<file path="src/rtl/overflow_event_logger_pkg.sv">
// overflow_log_pkg
//   Shared constants, the FIFO occupancy state type and the saturating
//   increment helper used by the overflow event logger and its FIFO.
//   No ports (package).
package overflow_log_pkg;

  localparam int TS_W_DEF  = 8;
  localparam int DEPTH_DEF = 4;
  localparam int CNT_W_DEF = 8;

  // Occupancy classes of the show-ahead FIFO.
  typedef enum logic [1:0] {
    OCC_EMPTY   = 2'd0,
    OCC_PARTIAL = 2'd1,
    OCC_FULL    = 2'd2
  } occ_state_t;

  // Increment value, holding at the all-ones value of a width-bit counter.
  // Works on a 32-bit carrier so one function serves any width 1..32.
  function automatic logic [31:0] sat_inc(input logic [31:0] value,
                                          input int unsigned width);
    logic [31:0] max_val;
    max_val = 32'hFFFF_FFFF >> (32 - width);
    if (value >= max_val) begin
      return max_val;
    end
    return value + 32'd1;
  endfunction

endpackage

</file>
<file path="src/rtl/overflow_event_logger_sync_fifo.sv">
// sync_fifo
//   Show-ahead synchronous FIFO: dout always presents the oldest entry.
//   Pointers carry one extra wrap bit so full and empty are distinguishable.
//   Ports:
//     clk    - clock, rising edge
//     reset  - synchronous active-high reset (pointers and state only)
//     push   - write din this cycle (ignored when full unless popping too)
//     din    - data to write
//     pop    - consume the head entry (ignored when empty)
//     dout   - head entry, combinational read of mem[rd_ptr]
//     full   - occupancy == DEPTH (registered state)
//     empty  - occupancy == 0     (registered state)
module sync_fifo
  import overflow_log_pkg::*;
#(
  parameter int WIDTH = 8,
  parameter int DEPTH = 4
) (
  input  logic             clk,
  input  logic             reset,
  input  logic             push,
  input  logic [WIDTH-1:0] din,
  input  logic             pop,
  output logic [WIDTH-1:0] dout,
  output logic             full,
  output logic             empty
);

  localparam int AW = $clog2(DEPTH);
  localparam int PW = AW + 1;

  logic [WIDTH-1:0] mem [DEPTH];

  logic [PW-1:0] wr_ptr_reg;
  logic [PW-1:0] rd_ptr_reg;
  logic [PW-1:0] wr_ptr_next;
  logic [PW-1:0] rd_ptr_next;
  logic [PW-1:0] occ_next;
  occ_state_t    state_reg;

  logic push_ok;
  logic pop_ok;

  // A pop from a full FIFO frees the slot the push lands in, so the push
  // is still legal in that case.
  assign pop_ok  = pop & (state_reg != OCC_EMPTY);
  assign push_ok = push & ((state_reg != OCC_FULL) | pop_ok);

  assign wr_ptr_next = wr_ptr_reg + {{AW{1'b0}}, push_ok};
  assign rd_ptr_next = rd_ptr_reg + {{AW{1'b0}}, pop_ok};
  assign occ_next    = wr_ptr_next - rd_ptr_next;

  always_ff @(posedge clk) begin
    if (reset) begin
      wr_ptr_reg <= '0;
      rd_ptr_reg <= '0;
      state_reg  <= OCC_EMPTY;
    end else begin
      wr_ptr_reg <= wr_ptr_next;
      rd_ptr_reg <= rd_ptr_next;
      if (occ_next == '0) begin
        state_reg <= OCC_EMPTY;
      end else if (occ_next == PW'(DEPTH)) begin
        state_reg <= OCC_FULL;
      end else begin
        state_reg <= OCC_PARTIAL;
      end
    end
  end

  // Storage needs no reset: nothing is visible until the pointers move.
  always_ff @(posedge clk) begin
    if (push_ok) begin
      mem[wr_ptr_reg[AW-1:0]] <= din;
    end
  end

  assign dout  = mem[rd_ptr_reg[AW-1:0]];
  assign full  = (state_reg == OCC_FULL);
  assign empty = (state_reg == OCC_EMPTY);

endmodule

</file>
<file path="src/rtl/overflow_event_logger.sv">
// overflow_event_logger
//   Turns each rising edge of a counter's overflow level into an event,
//   timestamps it with a free-running cycle counter and queues the stamp in
//   a show-ahead FIFO read over valid/ready. Keeps saturating counts of all
//   events and of events lost to a full FIFO.
//   Ports:
//     clk         - clock, rising edge
//     reset       - synchronous active-high reset
//     overflow    - overflow level from the upstream counter
//     out_ready   - consumer accepts the head entry
//     out_valid   - FIFO non-empty
//     out_data    - head timestamp (meaningful only while out_valid)
//     event_count - rising edges seen, saturating
//     drop_count  - events lost to a full FIFO, saturating
//     full        - FIFO occupancy == DEPTH
//     empty       - FIFO occupancy == 0
module overflow_event_logger
  import overflow_log_pkg::*;
#(
  parameter int TS_W  = TS_W_DEF,
  parameter int DEPTH = DEPTH_DEF,
  parameter int CNT_W = CNT_W_DEF
) (
  input  logic             clk,
  input  logic             reset,
  input  logic             overflow,
  input  logic             out_ready,
  output logic             out_valid,
  output logic [TS_W-1:0]  out_data,
  output logic [CNT_W-1:0] event_count,
  output logic [CNT_W-1:0] drop_count,
  output logic             full,
  output logic             empty
);

  logic             ovf_d_reg;
  logic [TS_W-1:0]  ts_reg;
  logic [CNT_W-1:0] event_count_reg;
  logic [CNT_W-1:0] drop_count_reg;

  logic ovf_event;
  logic push;
  logic pop;
  logic drop;
  logic fifo_full;
  logic fifo_empty;

  // ovf_d_reg is 0 out of reset, so a level already high in the first
  // cycle after reset is seen as an edge.
  assign ovf_event = overflow & ~ovf_d_reg;

  assign out_valid = ~fifo_empty;
  assign pop       = out_valid & out_ready;
  assign push      = ovf_event & (~fifo_full | pop);
  assign drop      = ovf_event & fifo_full & ~pop;

  always_ff @(posedge clk) begin
    if (reset) begin
      ovf_d_reg       <= 1'b0;
      ts_reg          <= '0;
      event_count_reg <= '0;
      drop_count_reg  <= '0;
    end else begin
      ovf_d_reg <= overflow;
      // Wraps silently; the stamp pushed this cycle is the pre-increment value.
      ts_reg    <= ts_reg + 1'b1;
      if (ovf_event) begin
        event_count_reg <= CNT_W'(sat_inc(32'(event_count_reg), CNT_W));
      end
      if (drop) begin
        drop_count_reg <= CNT_W'(sat_inc(32'(drop_count_reg), CNT_W));
      end
    end
  end

  sync_fifo #(
    .WIDTH (TS_W),
    .DEPTH (DEPTH)
  ) u_fifo (
    .clk   (clk),
    .reset (reset),
    .push  (push),
    .din   (ts_reg),
    .pop   (pop),
    .dout  (out_data),
    .full  (fifo_full),
    .empty (fifo_empty)
  );

  assign event_count = event_count_reg;
  assign drop_count  = drop_count_reg;
  assign full        = fifo_full;
  assign empty       = fifo_empty;

endmodule
</file>
<file path="config.mk">
export PLATFORM = sky130hd
export DESIGN_NAME = overflow_event_logger
export DESIGN_NICKNAME = d
export VERILOG_FILES = /design/src/rtl/overflow_event_logger_pkg.sv /design/src/rtl/overflow_event_logger_sync_fifo.sv /design/src/rtl/overflow_event_logger.sv
export SDC_FILE = /design/constraint.sdc
export NUM_CORES = 1
export LEC_CHECK = 0
export BUFFER_PORTS_ARGS = -buffer_cell sky130_fd_sc_hd__buf_2
export CELL_PAD_IN_SITES_DETAIL_PLACEMENT = 1
export CELL_PAD_IN_SITES_GLOBAL_PLACEMENT = 1
export CORE_AREA = 2 2 66 99
export CTS_BUF_LIST = sky130_fd_sc_hd__clkbuf_2 sky130_fd_sc_hd__clkbuf_4 sky130_fd_sc_hd__clkbuf_8
export DETAILED_ROUTE_END_ITERATION = 16
export DIE_AREA = 0 0 68 101
export HOLD_SLACK_MARGIN = 0.1
export PLACE_DENSITY_LB_ADDON = 0.1
export REMOVE_ABC_BUFFERS = 1
export SLEW_MARGIN = 20
export SYNTH_ARGS = -nofsm -noshare
export SYNTH_HDL_FRONTEND = slang
export SYNTH_HIERARCHICAL = 1
export SYNTH_SLANG_ARGS = --single-unit
</file>
<file path="constraint.sdc">
create_clock -name clk -period 3.3 [get_ports clk]
set_clock_uncertainty 0.1 [all_clocks]
set_input_delay 0.66 -clock clk [delete_from_list [all_inputs] [get_ports clk]]
set_output_delay 0.66 -clock clk [all_outputs]
set_load 0.005 [all_outputs]
</file>
# Word level (Yosys, flattened, before mapping)
# Memory sizes are Yosys's and may differ from the RTL's. A register that Yosys moved wholly into a read port is not among the register bits.
# Index checks and enable logic that the tools add are counted.
[word_totals]
elab_cells = 50
ff_bits = 33
out_inout_bits = 27
ramBits = 32
memories = 1
[memory_table]
columns = ["memory", "depth", "width", "read_ports", "rd_clocked_by_memory_dff", "write_ports", "line_no", "rtl"]
rows = [
  ["u_fifo.mem", 4, 8, 1, 1, 1, "overflow_event_logger_sync_fifo.sv:32", "logic [WIDTH-1:0] mem [DEPTH];"],
]
[classes]
bitwise = 13
addsub = 6
mux = 14
eq_ne = 3
n_reduce_logical = 4
order_cmp = 2
[op_table]
columns = ["operator", "count"]
rows = [
  ["$mux 8", 4],
  ["$add 8x1->8 const B", 3],
  ["$ge 8x8->1 const B", 2],
  ["$mux 1", 8],
  ["$and 1x1->1", 7],
  ["$add 3x1->3", 2],
  ["$mux 2", 2],
  ["$not 1->1", 4],
  ["$eq 3x3->1 const B", 1],
  ["$logic_not 3->1", 1],
  ["$sub 3x3->3", 1],
  ["$eq 2x2->1 const B", 1],
  ["$logic_not 2->1", 1],
  ["$ne 2x2->1 const B", 1],
  ["$or 1x1->1", 2],
  ["$reduce_bool 2->1", 1],
  ["$reduce_or 2->1", 1],
]

# Logic depth before layout (Yosys ltp)
[logic_depth]
word_depth = 10
ltp_mapped = 11

# Cells and area by module
# Netlist, hierarchy kept.
[modules_own_cells]
columns = ["mod", "cells_per_inst", "instances", "area_each_um2"]
rows = [
  ["sync_fifo", 82, 1, 1549.0],
  ["overflow_event_logger", 116, 1, 1133.6],
]

# Least setup slack after synthesis
# OpenSTA, ideal clock, no wires.
[synth_timing]
path_kind = "input-to-reg"
from = "input out_ready"
to = "register u_fifo.state_reg[1]"
setup_slack_ns = 0.964
path_buffers = 0
cell_stages = 10
required_time_ns = 3.127
arrival_time_ns = 2.163
path_cell_list = "nand2b_4 > inv_4 > o21ai_1 > inv_1 > ha_1 > ha_1 > ha_1 > nor2b_1 > xnor3_1 > nor3_2"
[synth_between]
elab_chain_cells = 8
[synth_lines]
columns = ["item", "line_no", "rtl"]
rows = [
  ["start, declared", "overflow_event_logger.sv:27", "input logic out_ready,"],
  ["$and 1x1->1 *", "overflow_event_logger.sv:53", "assign pop = out_valid & out_ready;"],
  ["net pop", "overflow_event_logger.sv:43", "logic pop;"],
  ["$or 1x1->1 / $and 1x1->1 (equally long branches)", "overflow_event_logger.sv:54, overflow_event_logger_sync_fifo.sv:46", ""],
  ["$and 1x1->1 / $or 1x1->1 (equally long branches)", "overflow_event_logger.sv:54, overflow_event_logger_sync_fifo.sv:47", ""],
  ["$and 1x1->1 *", "overflow_event_logger_sync_fifo.sv:47", "assign push_ok = push & ((state_reg != OCC_FULL) | pop_ok);"],
  ["$add 3x1->3 *", "overflow_event_logger_sync_fifo.sv:49", "assign wr_ptr_next = wr_ptr_reg + {{AW{1'b0}}, push_ok};"],
  ["net u_fifo.wr_ptr_next[1]", "overflow_event_logger_sync_fifo.sv:36", "logic [PW-1:0] wr_ptr_next;"],
  ["$sub 3x3->3 *", "overflow_event_logger_sync_fifo.sv:51", "assign occ_next = wr_ptr_next - rd_ptr_next;"],
  ["$eq 3x3->1 / $logic_not 3->1 (equally long branches)", "overflow_event_logger_sync_fifo.sv:63, overflow_event_logger_sync_fifo.sv:61", ""],
  ["$mux 2 / $reduce_or 2->1 (equally long branches)", "n/a", ""],
  ["end signal, assigned", "overflow_event_logger_sync_fifo.sv:62", "state_reg <= OCC_EMPTY;"],
  ["end signal, assigned", "overflow_event_logger_sync_fifo.sv:64", "state_reg <= OCC_FULL;"],
  ["end signal, assigned", "overflow_event_logger_sync_fifo.sv:66", "state_reg <= OCC_PARTIAL;"],
  ["end, declared", "overflow_event_logger_sync_fifo.sv:39", "occ_state_t state_reg;"],
]
# The timed path passes the listed nets; every way through them passes the cells marked *.
# A chain may end at the register's enable or synchronous reset.

# Final worst setup path
[layout_timing]
from = "register u_fifo.state_reg[1]"
to = "register u_fifo.state_reg[1]"
[layout_between]
elab_chain_cells = 10
[layout_lines]
columns = ["item", "line_no", "rtl"]
rows = [
  ["start signal, assigned", "overflow_event_logger_sync_fifo.sv:57", "state_reg <= OCC_EMPTY;"],
  ["start signal, assigned", "overflow_event_logger_sync_fifo.sv:62", ""],
  ["start signal, assigned", "overflow_event_logger_sync_fifo.sv:64", ""],
  ["$logic_not 2->1 *", "overflow_event_logger_sync_fifo.sv:80", "assign empty = (state_reg == OCC_EMPTY);"],
  ["$not 1->1 *", "overflow_event_logger.sv:52", "assign out_valid = ~fifo_empty;"],
  ["$and 1x1->1 *", "overflow_event_logger.sv:53", ""],
  ["net pop", "overflow_event_logger.sv:43", ""],
  ["$or 1x1->1 / $and 1x1->1 (equally long branches)", "overflow_event_logger.sv:54, overflow_event_logger_sync_fifo.sv:46", ""],
  ["$and 1x1->1 / $or 1x1->1 (equally long branches)", "overflow_event_logger.sv:54, overflow_event_logger_sync_fifo.sv:47", ""],
  ["$and 1x1->1 *", "overflow_event_logger_sync_fifo.sv:47", ""],
  ["$add 3x1->3 *", "overflow_event_logger_sync_fifo.sv:49", ""],
  ["net u_fifo.wr_ptr_next[1]", "overflow_event_logger_sync_fifo.sv:36", ""],
  ["$sub 3x3->3 *", "overflow_event_logger_sync_fifo.sv:51", ""],
  ["$eq 3x3->1 / $logic_not 3->1 (equally long branches)", "overflow_event_logger_sync_fifo.sv:63, overflow_event_logger_sync_fifo.sv:61", ""],
  ["$mux 2 / $reduce_or 2->1 (equally long branches)", "n/a", ""],
]
# Marks and branches as above.

==> run_results.csv <==
group,metric,value,unit
critical_path,slowest_delay,0.31,ns
floorplan,rows,35,
critical_path,worstSetupEndpoint,"u_fifo/state_reg[1]",
detailed_routing,first_pass_iters,4,
detailed_routing,route.detailed.drc,0,
grt,grt_pass1_vias,1834,
cts,cts_buffers,9,
detailed_routing,vias,1681,
floorplan,die_area,6870,sq um
timing,drv_slew,0,
detailed_routing,wl_per_cell,17.2,um
cts,ctsHoldBuffers,0,
timing,worstMarginPinSlew,0.769,ns
layout,fin_area,3110,sq um
grt,grt_start_max_net_pins,35,
cts,htree_num_levels,3,
critical_path,r2r_cells,11,
floorplan,io_pins,31,
critical_path,ff2ff_setup_slack,0.76,ns
floorplan,start_util,44.4,%
detailed_routing,viasPerCell,5.34,
synth,synth.area.top_cells,"edfxtp_1 36%, dfxtp_1 25%, mux4_2 6.7%",
synth,yosysTopAreaCell,"edfxtp_1",
timing,worst_slack,0.764,ns
grt,grt-ovfl-total,0,
timing,period_share,76.9,%
timing,hold_viol,0,
timing,period_needed,2.54,ns
cts,clock_path_buffers,2,
cts,clock_sinks,65,
outcome,outcome,"completed",
place,dpl_cell_area,2930,sq um
layout,num-fill-cells,633,
detailed_routing,finalWirelength,5.42,mm
critical_path,path_buf_inv,2,
layout,fin_util,51.5,%
pwr,power_density,534,nW/um^2
critical_path,critical_path.max_fanout,5,
floorplan,die_w,68,um
place,port_buffers,30,
critical_path,cp.depth,11,
cts,ctsResizeCount,0,
critical_path,r2r-start,"u_fifo/state_reg[1]",
layout,area_growth,16.0,%
synth,yosys_warnings,6,
grt,grt_use_total,18.3,%
timing,max_freq,0.394,GHz
critical_path,arrival,2.70,ns
critical_path,crit_start,"u_fifo/state_reg[1]",
floorplan,placeableCoreArea,6040,sq um
detailed_routing,postRouteAntennaNets,0,
timing,slew-limit-headroom,48.6,%
layout,final_common_cell,"dfxtp_1",
cts,cts_root_buffer,"clkbuf_8",
critical_path,critPathTopFamily,"simple AND/OR/NAND/NOR gates",
place,hpwlAfterDp,3.94,mm
job,maxCapViolations,0,
critical_path,critPathRequiredTime,3.46,ns
critical_path,crit_top_cell,"ha_1",
timing,holdWs,0.414,ns
worst_hold_path,hold_class,"reg2reg",
layout,nNetsFinal,250,
synth,ys_types,41,
critical_path,path_cells,"nor2_1 -> nand2b_4 -> inv_4 -> o21ai_1 -> inv_1 -> ha_1 -> ha_1 -> ha_1 -> nor2b_1 -> xnor3_1 -> nor3_2",
grt,antenna_found_initial,0,
cts,post_cts_buffers,0,
floorplan,die_y,101,um
synth,yosysSeqAreaShare,60.4,%
critical_path,start_kind,"flop",
synth,yosysTopAreaCellShare,35.8,%
place,place.gp.congestion,0.714,
timing,setup_viol,0,
layout,num_antenna_cells,0,
critical_path,cp-end-kind,"flop",
pwr,p_leak,1.20,nW
cts,cts_tree,"done",
place,place_ws,0.663,ns
critical_path,worstSetupPathType,"reg2reg",
synth,synth_area,2680,sq um
grt,grt_pass1_wl,8.91,mm
pwr,peakVddDrop,0.300,mV
synth,ys_ff_latch,65,
layout,layout-drive-gt1-share,26.1,%
cts,clk_pin_slew,0.06,ns
layout,most-common-layout-cells,"33 x dfxtp_1, 32 x edfxtp_1, 30 x buf_2",
synth,synth_area_per_cell,13.5,sq um
critical_path,r2r_end,"u_fifo/state_reg[1]",
layout,largest_reg_flops,32,
synth,postSynthCellCount,198,
timing,fin_tns_setup,0,ns
detailed_routing,drt_iter0_drc,65,
timing,rsz0062_at_grt,"no",
cts,clk_latency,0.33,ns
critical_path,slowest_stage,"dfxtp_1",
[synth_stat cells, drive strengths merged]
master  number
xor2         7
xnor2        7
xnor3        1
nand4b       1
nor3         5
and4b        2
and4bb       1
nand2b       3
and3         2
or3          1
nand2       11
mux4         8
dfxtp       33
edfxtp      32
a211oi       5
nor4         1
clkbuf       3
nor2        13
a41oi        1
a311oi       1
inv          7
mux2i        2
a31oi        4
a21oi        8
ha           9
and4         1
nor4b        1
nand4        3
and2b        1
o21ai        8
buf          2
nor2b        6
nand3        5
nor3b        3
[layer usage]
metal	up-vias	track usage [%]	wire, um
li1	812	-	-
met1	826	18.9	2050
met2	37	32.9	3110
met3	6	5.70	204
met4	0	7.38	53
met5	-	0	0
[worst min-delay path by stage]
stage,cells after the start,slack [ns],from,endpoint
2_1_floorplan,1,0.35,ts_reg[0],ts_reg[0]
3_3_place_gp,1,0.37,ts_reg[0],ts_reg[0]
3_5_place_dp,2,0.40,event_count[6],event_count[6]
4_1_cts,1,0.42,ts_reg[0],ts_reg[0]
5_1_grt,0,0.46,ts_reg[7],u_fifo/mem[2][7]
6_report,1,0.41,ts_reg[0],ts_reg[0]
[final cells by class]
cell class	count	area [sq um]	area share, %
sequential	65	1620	52.1
multi-input combinational	121	1010	32.5
timing repair buffer	33	173	5.55
clock buffer	11	139	4.46
tap	74	92.6	2.98
clock inverter	4	45.0	1.45
inverter	7	28.8	0.925
[power by group]
group / switching (W) / internal (W) / leakage, nW
Combinational: 0.0000643 / 0.0000624 / 0.538
Sequential: 0.0000219 / 0.000875 / 0.568
Clock: 0.000281 / 0.000357 / 0.0913
Total: 0.000367 / 0.00129 / 1.20
[per-stage QoR]
step / instances / total power (W)
after floorplan: 193 / 0.000987
after global placement: 300 / 0.00103
after detailed placement: 300 / 0.00105
after CTS: 315 / 0.00168
after global routing: 315 / 0.00174
final: 315 / 0.00166
[cells by family (layout without fill, tap and decap cells)]
logic type      after synthesis  in the layout  share of synthesized area, %
mux                          10             10                          7.46
compound gates               27             27                          5.97
xor+xnor                     15             15                          5.69
flops                        65             65                          60.4
fa+ha+maj                     9              9                          4.20
simple gates                 60             60                          14.4
buf+inv                      12             55                          1.82
Power figures use the tool's default switching activity.
